## src/rtl/sap_pkg.sv

```systemverilog
// Shared definitions for the SAP program counter: command encoding,
// default widths and the idle value driven onto the W bus.
package sap_pkg;

  // Decoded per-cycle command, one per clock edge
  typedef enum logic [2:0] {
    IDLE = 3'd0,
    INC  = 3'd1,
    LOAD = 3'd2,
    CALL = 3'd3,
    RET  = 3'd4
  } pc_cmd_e;

  localparam int unsigned DEF_ADDR_W      = 8;
  localparam int unsigned DEF_STACK_DEPTH = 4;
  localparam int unsigned MAX_ADDR_W      = 16;

  // Value seen on the W bus when the counter is not driving it
  localparam logic [MAX_ADDR_W-1:0] BUS_IDLE = 16'hFFFF;

endpackage : sap_pkg

```

## src/rtl/sap_pc_ret_stack.sv

```systemverilog
// Return-address LIFO for the SAP program counter. Push has priority
// over pop; a push when full or a pop when empty leaves the stack as is.
// Storage is not reset: entries above the current level are never read.
module sap_pc_ret_stack #(
  parameter  int unsigned DATA_W = 8,
  parameter  int unsigned DEPTH  = 4,
  localparam int unsigned LVL_W  = $clog2(DEPTH + 1),
  localparam int unsigned IDX_W  = (DEPTH > 1) ? $clog2(DEPTH) : 1
) (
  input  logic              i_clk,
  input  logic              i_rst_n,
  input  logic              i_push,
  input  logic              i_pop,
  input  logic [DATA_W-1:0] i_data,
  output logic [DATA_W-1:0] o_data,
  output logic [LVL_W-1:0]  o_level,
  output logic              o_full,
  output logic              o_empty
);

  localparam logic [LVL_W-1:0] LVL_ONE  = LVL_W'(1'b1);
  localparam logic [LVL_W-1:0] LVL_ZERO = {LVL_W{1'b0}};
  localparam logic [IDX_W-1:0] IDX_ZERO = {IDX_W{1'b0}};

  logic [DATA_W-1:0] r_mem [DEPTH];
  logic [LVL_W-1:0]  r_level;
  logic [IDX_W-1:0]  w_wr_idx;
  logic [IDX_W-1:0]  w_rd_idx;
  logic              w_do_push;
  logic              w_do_pop;

  assign o_full    = (r_level == LVL_W'(DEPTH));
  assign o_empty   = (r_level == LVL_ZERO);
  assign w_do_push = i_push & ~o_full;
  assign w_do_pop  = i_pop & ~i_push & ~o_empty;

  // Indices are clamped so they stay inside the array even when unused
  assign w_wr_idx  = o_full  ? IDX_ZERO : IDX_W'(r_level);
  assign w_rd_idx  = o_empty ? IDX_ZERO : IDX_W'(r_level - LVL_ONE);

  assign o_data    = r_mem[w_rd_idx];
  assign o_level   = r_level;

  // Write the pushed return address into the next free slot
  always_ff @(posedge i_clk) begin
    if (w_do_push) begin
      r_mem[w_wr_idx] <= i_data;
    end
  end

  // Track occupancy; reset empties the stack without touching storage
  always_ff @(posedge i_clk or negedge i_rst_n) begin
    if (!i_rst_n) begin
      r_level <= LVL_ZERO;
    end else if (w_do_push) begin
      r_level <= r_level + LVL_ONE;
    end else if (w_do_pop) begin
      r_level <= r_level - LVL_ONE;
    end else begin
      r_level <= r_level;
    end
  end

endmodule : sap_pc_ret_stack

```

## src/rtl/sap_program_counter.sv

```systemverilog
// SAP program counter with increment, jump and (optionally) call/return.
// Optional feature macro: SAP_PC_STACK_EN. When defined, Call/Ret use a
// return-address stack and report overflow/underflow through sticky flags;
// when undefined, Call/Ret are ignored and sp_level/ovf/unf read as zero.
// Command priority is Call > Ret > Lp > Cp (Lp > Cp without the stack).
module sap_program_counter
  import sap_pkg::*;
#(
  parameter  int unsigned           ADDR_W      = DEF_ADDR_W,
  parameter  int unsigned           STACK_DEPTH = DEF_STACK_DEPTH,
  parameter  logic [ADDR_W-1:0]     RST_ADDR    = {ADDR_W{1'b0}},
  localparam int unsigned           LVL_W       = $clog2(STACK_DEPTH + 1)
) (
  input  logic              CLK_bar,
  input  logic              CLR_bar,
  input  logic              Cp,
  input  logic              Ep,
  input  logic              Lp,
  input  logic              Call,
  input  logic              Ret,
  input  logic [ADDR_W-1:0] W_bus_in,
  output logic [ADDR_W-1:0] W_bus_out,
  output logic [ADDR_W-1:0] count_q,
  output logic [LVL_W-1:0]  sp_level,
  output logic              ovf,
  output logic              unf
);

  localparam logic [ADDR_W-1:0] ADDR_ONE = ADDR_W'(1'b1);

  pc_cmd_e           w_cmd;
  logic [ADDR_W-1:0] r_count;
  logic [ADDR_W-1:0] w_count_inc;
  logic [ADDR_W-1:0] w_count_nxt;

  assign w_count_inc = r_count + ADDR_ONE;
  assign count_q     = r_count;
  assign W_bus_out   = Ep ? r_count : BUS_IDLE[ADDR_W-1:0];

`ifdef SAP_PC_STACK_EN
  logic              w_full;
  logic              w_empty;
  logic [ADDR_W-1:0] w_stack_top;
  logic [LVL_W-1:0]  w_level;
  logic              r_ovf;
  logic              r_unf;

  // Single priority encoder: Call > Ret > Lp > Cp
  always_comb begin
    w_cmd = IDLE;
    if (Call) begin
      w_cmd = CALL;
    end else if (Ret) begin
      w_cmd = RET;
    end else if (Lp) begin
      w_cmd = LOAD;
    end else if (Cp) begin
      w_cmd = INC;
    end else begin
      w_cmd = IDLE;
    end
  end

  // The pushed return address is count+1, wrapping like Cp does
  sap_pc_ret_stack #(
    .DATA_W (ADDR_W),
    .DEPTH  (STACK_DEPTH)
  ) u_stack (
    .i_clk   (CLK_bar),
    .i_rst_n (CLR_bar),
    .i_push  (w_cmd == CALL),
    .i_pop   (w_cmd == RET),
    .i_data  (w_count_inc),
    .o_data  (w_stack_top),
    .o_level (w_level),
    .o_full  (w_full),
    .o_empty (w_empty)
  );

  // Sticky error flags: set on a rejected Call/Ret, cleared only by reset
  always_ff @(posedge CLK_bar or negedge CLR_bar) begin
    if (!CLR_bar) begin
      r_ovf <= 1'b0;
      r_unf <= 1'b0;
    end else begin
      r_ovf <= r_ovf | ((w_cmd == CALL) & w_full);
      r_unf <= r_unf | ((w_cmd == RET) & w_empty);
    end
  end

  assign sp_level = w_level;
  assign ovf      = r_ovf;
  assign unf      = r_unf;
`else
  logic w_unused;

  // Call and Ret exist on the port list but have no effect in this build
  assign w_unused = Call ^ Ret;

  // Priority encoder without the stack: Lp > Cp
  always_comb begin
    w_cmd = IDLE;
    if (Lp) begin
      w_cmd = LOAD;
    end else if (Cp) begin
      w_cmd = INC;
    end else begin
      w_cmd = IDLE;
    end
  end

  assign sp_level = {LVL_W{1'b0}};
  assign ovf      = 1'b0;
  assign unf      = 1'b0;
`endif

  // Next count from the decoded command; rejected Call/Ret hold the count
  always_comb begin
    w_count_nxt = r_count;
    case (w_cmd)
      INC:  w_count_nxt = w_count_inc;
      LOAD: w_count_nxt = W_bus_in;
`ifdef SAP_PC_STACK_EN
      CALL: begin
        if (!w_full) begin
          w_count_nxt = W_bus_in;
        end else begin
          w_count_nxt = r_count;
        end
      end
      RET: begin
        if (!w_empty) begin
          w_count_nxt = w_stack_top;
        end else begin
          w_count_nxt = r_count;
        end
      end
`endif
      default: w_count_nxt = r_count;
    endcase
  end

  // Count register; reset forces the start address immediately
  always_ff @(posedge CLK_bar or negedge CLR_bar) begin
    if (!CLR_bar) begin
      r_count <= RST_ADDR;
    end else begin
      r_count <= w_count_nxt;
    end
  end

endmodule : sap_program_counter

```

## config.mk

```make
export PLATFORM = sky130hd
export DESIGN_NAME = sap_program_counter
export DESIGN_NICKNAME = d
export VERILOG_FILES = /design/src/rtl/sap_pkg.sv /design/src/rtl/sap_pc_ret_stack.sv /design/src/rtl/sap_program_counter.sv
export SDC_FILE = /design/constraint.sdc
export NUM_CORES = 1
export LEC_CHECK = 0
export BUFFER_PORTS_ARGS = -buffer_cell sky130_fd_sc_hd__buf_2
export CORE_MARGIN = 1
export CORE_UTILIZATION = 39
export CTS_CLUSTER_SIZE = 10
export DETAILED_ROUTE_END_ITERATION = 10
export PLACE_DENSITY = 0.82
export SETUP_SLACK_MARGIN = 0.15
export SYNTH_ARGS = -nofsm -noshare
export SYNTH_HDL_FRONTEND = slang
export SYNTH_SLANG_ARGS = --single-unit
export TNS_END_PERCENT = 100
```

## constraint.sdc

```tcl
create_clock -name CLK_bar -period 1.3 [get_ports CLK_bar]
set_input_delay 0.26 -clock CLK_bar [delete_from_list [all_inputs] [get_ports CLK_bar]]
set_output_delay 0.26 -clock CLK_bar [all_outputs]
set_load 0.02 [all_outputs]
```

==> flow_metrics.env <==
export IMPL_run_status="finished, final reports clean"
export IMPL_fin_hold_ws_ns=0.212
export IMPL_synth_enable_flop_cells=0
export IMPL_place_ws_ns=0.0707
export IMPL_cts_tree="done"
export IMPL_warnings_from_yosys=0
export IMPL_i_o_buffers=28
export IMPL_num_fill_cells=76
export IMPL_share_clk_of_total_power=0.220
export IMPL_postRouteAntennaNets=0
export IMPL_clock_tree_htree_level_count=1
export IMPL_rsz0062_at_grt="yes"
export IMPL_setup_violations_final=0
export IMPL_root_buffer="clkbuf_4"
export IMPL_core_sq_um=1280
export IMPL_synth_most_common_cell="nand2_1"
export IMPL_drv_slew=0
export IMPL_power_ir_vdd_worst_v=0.000665
export IMPL_p_comb_frac=0.439
export IMPL_critical_path_endpoint_type="flip-flop"
export IMPL_ys_seq_area_frac=0.372
export IMPL_share_of_layout_cells_above_drive_strength_1=0.610
export IMPL_reg2reg_from="count_q[4]"
export IMPL_fmax_mhz=773
export IMPL_r2r_slack_ns=0.006
export IMPL_clock_transition_at_path_regs_ns=0.06
export IMPL_postSynthAreaPerCell_sq_um=8.54
export IMPL_via_count=641
export IMPL_synth_cell_area_sq_um=538
export IMPL_cap_viol_max_count=0
export IMPL_insertedDiodeCount=0
export IMPL_hold_path_sink="count_q[4]"
export IMPL_power_leakage_nw=0.474
export IMPL_number_of_cell_rows=13
export IMPL_die_width_um=39.1
export IMPL_largest_register_ffs=8
export IMPL_post_route_drc_count=0
export IMPL_async_set_reset_flop_share_out_of_synthesis=1.00
export IMPL_setup_ws_ns=0.00594
export IMPL_die_area_sq_um=1530
export IMPL_multi_input_comb_area_sq_um=394
export IMPL_post_drt_wl_per_cell_um=15.1
export IMPL_power_sequential_fraction=0.341
export IMPL_ff_to_ff_end="count_q[7]"
export IMPL_yosys_area_top_type="dfrtp_1"
export IMPL_number_of_endpoints_with_negative_hold_slack_in_the_final_report=0
export IMPL_cts_sinks=8
export IMPL_power_share_switching=0.357
export IMPL_synth_top_cells_by_area="dfrtp_1, buf_4, nand2b_1, nand2_1, o21ai_0"
export IMPL_crit_path_max_fanout=3
export IMPL_postSynth_topFlopCell="dfrtp_1"
export IMPL_area_share_of_the_largest_cell_type_after_synthesis=0.372
export IMPL_worst_endpoint_arrival_ns=1.48
export IMPL_power_net_switching_mw=0.342
export IMPL_initial_antenna_violation_count=0
export IMPL_finalWeightedCongestion=0.716
export IMPL_design_final_nets=122
export IMPL_initial_core_util=0.419
export IMPL_final_period_minus_worst_setup_slack_ns=1.29
export IMPL_num_io_pins=36
export IMPL_register_area_sq_um=208
export IMPL_worstHoldStart="W_bus_in[4]"
export IMPL_max_clock_path_buffers=2
export IMPL_detail_route_wirelength_um=1810
export IMPL_grt_usage=0.256
export IMPL_post_synth_inst_count=63
export IMPL_first_global_vias=607
export IMPL_post_route_period_util=0.995
export IMPL_cellPowerDensity_nw_per_um2=985
export IMPL_grt_remaining_overflow=0
export IMPL_synth_top_cells_by_count="nand2_1, dfrtp_1, nand2b_1"
export IMPL_synth_seq_cells=8
export IMPL_whs_path_depth=3
export IMPL_worst_r2r_cell_count=4
export IMPL_synth_lib_cells_used_distinct=17
export IMPL_place_detailed_hpwl_um=955
export IMPL_detail_route_iter0_violations=22
export IMPL_path_class="reg2reg"
export IMPL_setup_skew_ns=0.00429
export IMPL_power_internal_mw=0.617
export IMPL_worst_ep_required_time_ns=1.49
export IMPL_firstDrtPassIters=4
export IMPL_viasPerCell=5.34
export IMPL_timing_hold_worst_class="in2reg"
export IMPL_clk_insertion_delay_late_ns=0.26
export IMPL_tritoncts_num_buffers=3
export IMPL_worst_setup_path_start_kind="flip-flop"
export IMPL_dieHeight_um=39.1
export IMPL_largest_net_degree_at_the_start_of_global_routing=11
export IMPL_grt_first_pass_wirelength_um=2590
export IMPL_layout_area_overhead_vs_synth_pct=80.9
[how the worst max path moves through the flow]
stage	slack [ns]	start	to
after floorplan	0.07	count_q[0]	count_q[6]
after global placement	0.13	count_q[0]	count_q[6]
after detailed placement	0.07	count_q[0]	count_q[6]
after CTS	0.05	count_q[0]	W_bus_out[0]
after global routing	-0.03	count_q[0]	count_q[7]
final	0.006	count_q[4]	count_q[7]
[power by group through the flow]
stage / clock (mW) / sequential, mW / combinational (mW)
final: 0.211 / 0.327 / 0.421
after global routing: 0.231 / 0.330 / 0.451
after CTS: 0.218 / 0.315 / 0.363
after detailed placement: 0 / 0.335 / 0.247
after global placement: 0 / 0.330 / 0.240
after floorplan: 0 / 0.361 / 0.140
[stage by stage]
stage | util | instances | total power [mW] | area, sq um | setup TNS [ns]
5_1_grt | 0.758 | 120 | 1.01 | 973 | -0.0607
3_5_place_dp | 0.537 | 103 | 0.582 | 691 | 0
6_report | 0.758 | 120 | 0.959 | 973 | 0
4_1_cts | 0.686 | 118 | 0.896 | 882 | 0
2_1_floorplan | - | 67 | 0.502 | 582 | 0
3_3_place_gp | 0.537 | 103 | 0.570 | 691 | 0
[layout make-up]
class | count | area share
multi-input combinational | 51 | 0.405
sequential | 8 | 0.213
tap | 15 | 0.0193
clock buffer | 4 | 0.0270
timing repair buffer | 42 | 0.335
[critical path, stage by stage (launching register included)]
cell and delay, ns:
dfrtp_2 0.38, buf_6 0.11, nand4_1 0.12, or4_4 0.51
nand3_1 0.10
[cells in the final DEF, fill, tap and decap left out, drive strengths merged, types with 4 or more instances in the layout]
cell	synthesis	layout
nand2b	8	8
conb	1	5
nand2	10	10
dfrtp	8	8
o21ai	8	8
nand3	5	5
buf	8	41
clkbuf	0	4
[kinds of logic (layout without fill, tap and decap cells)]
| kind of cell | after synthesis | count (layout) | share of synthesized area |
|---|---|---|---|
| XOR/XNOR | 4 | 4 | 0.0651 |
| flip-flops | 8 | 8 | 0.372 |
| adder cells (fa/ha/maj) | 1 | 1 | 0.0233 |
| other | 1 | 5 | 0.00697 |
| AND/OR/NAND/NOR | 32 | 32 | 0.333 |
| buffers and inverters | 8 | 46 | 0.107 |
| AO/OA/AOI/OAI | 8 | 8 | 0.0744 |
| multiplexers | 1 | 1 | 0.0186 |
[timing repair]
action,in CTS,in global routing
resized for setup,20,18
endpoints found under the hold margin,8,0
buffers inserted,10,2
pin swaps,2,0
hold buffers,1,0
endpoints found under the setup margin,14,16
[per-layer routing]
metal | global-route usage | up-vias | part of all wire
li1 | - | 287 | -
met1 | 0.299 | 300 | 0.37
met2 | 0.425 | 52 | 0.52
met3 | 0.0694 | 2 | 0.10
met4 | 0.121 | 0 | 0.010
met5 | 0 | - | 0
Power figures use the tool's default switching activity.
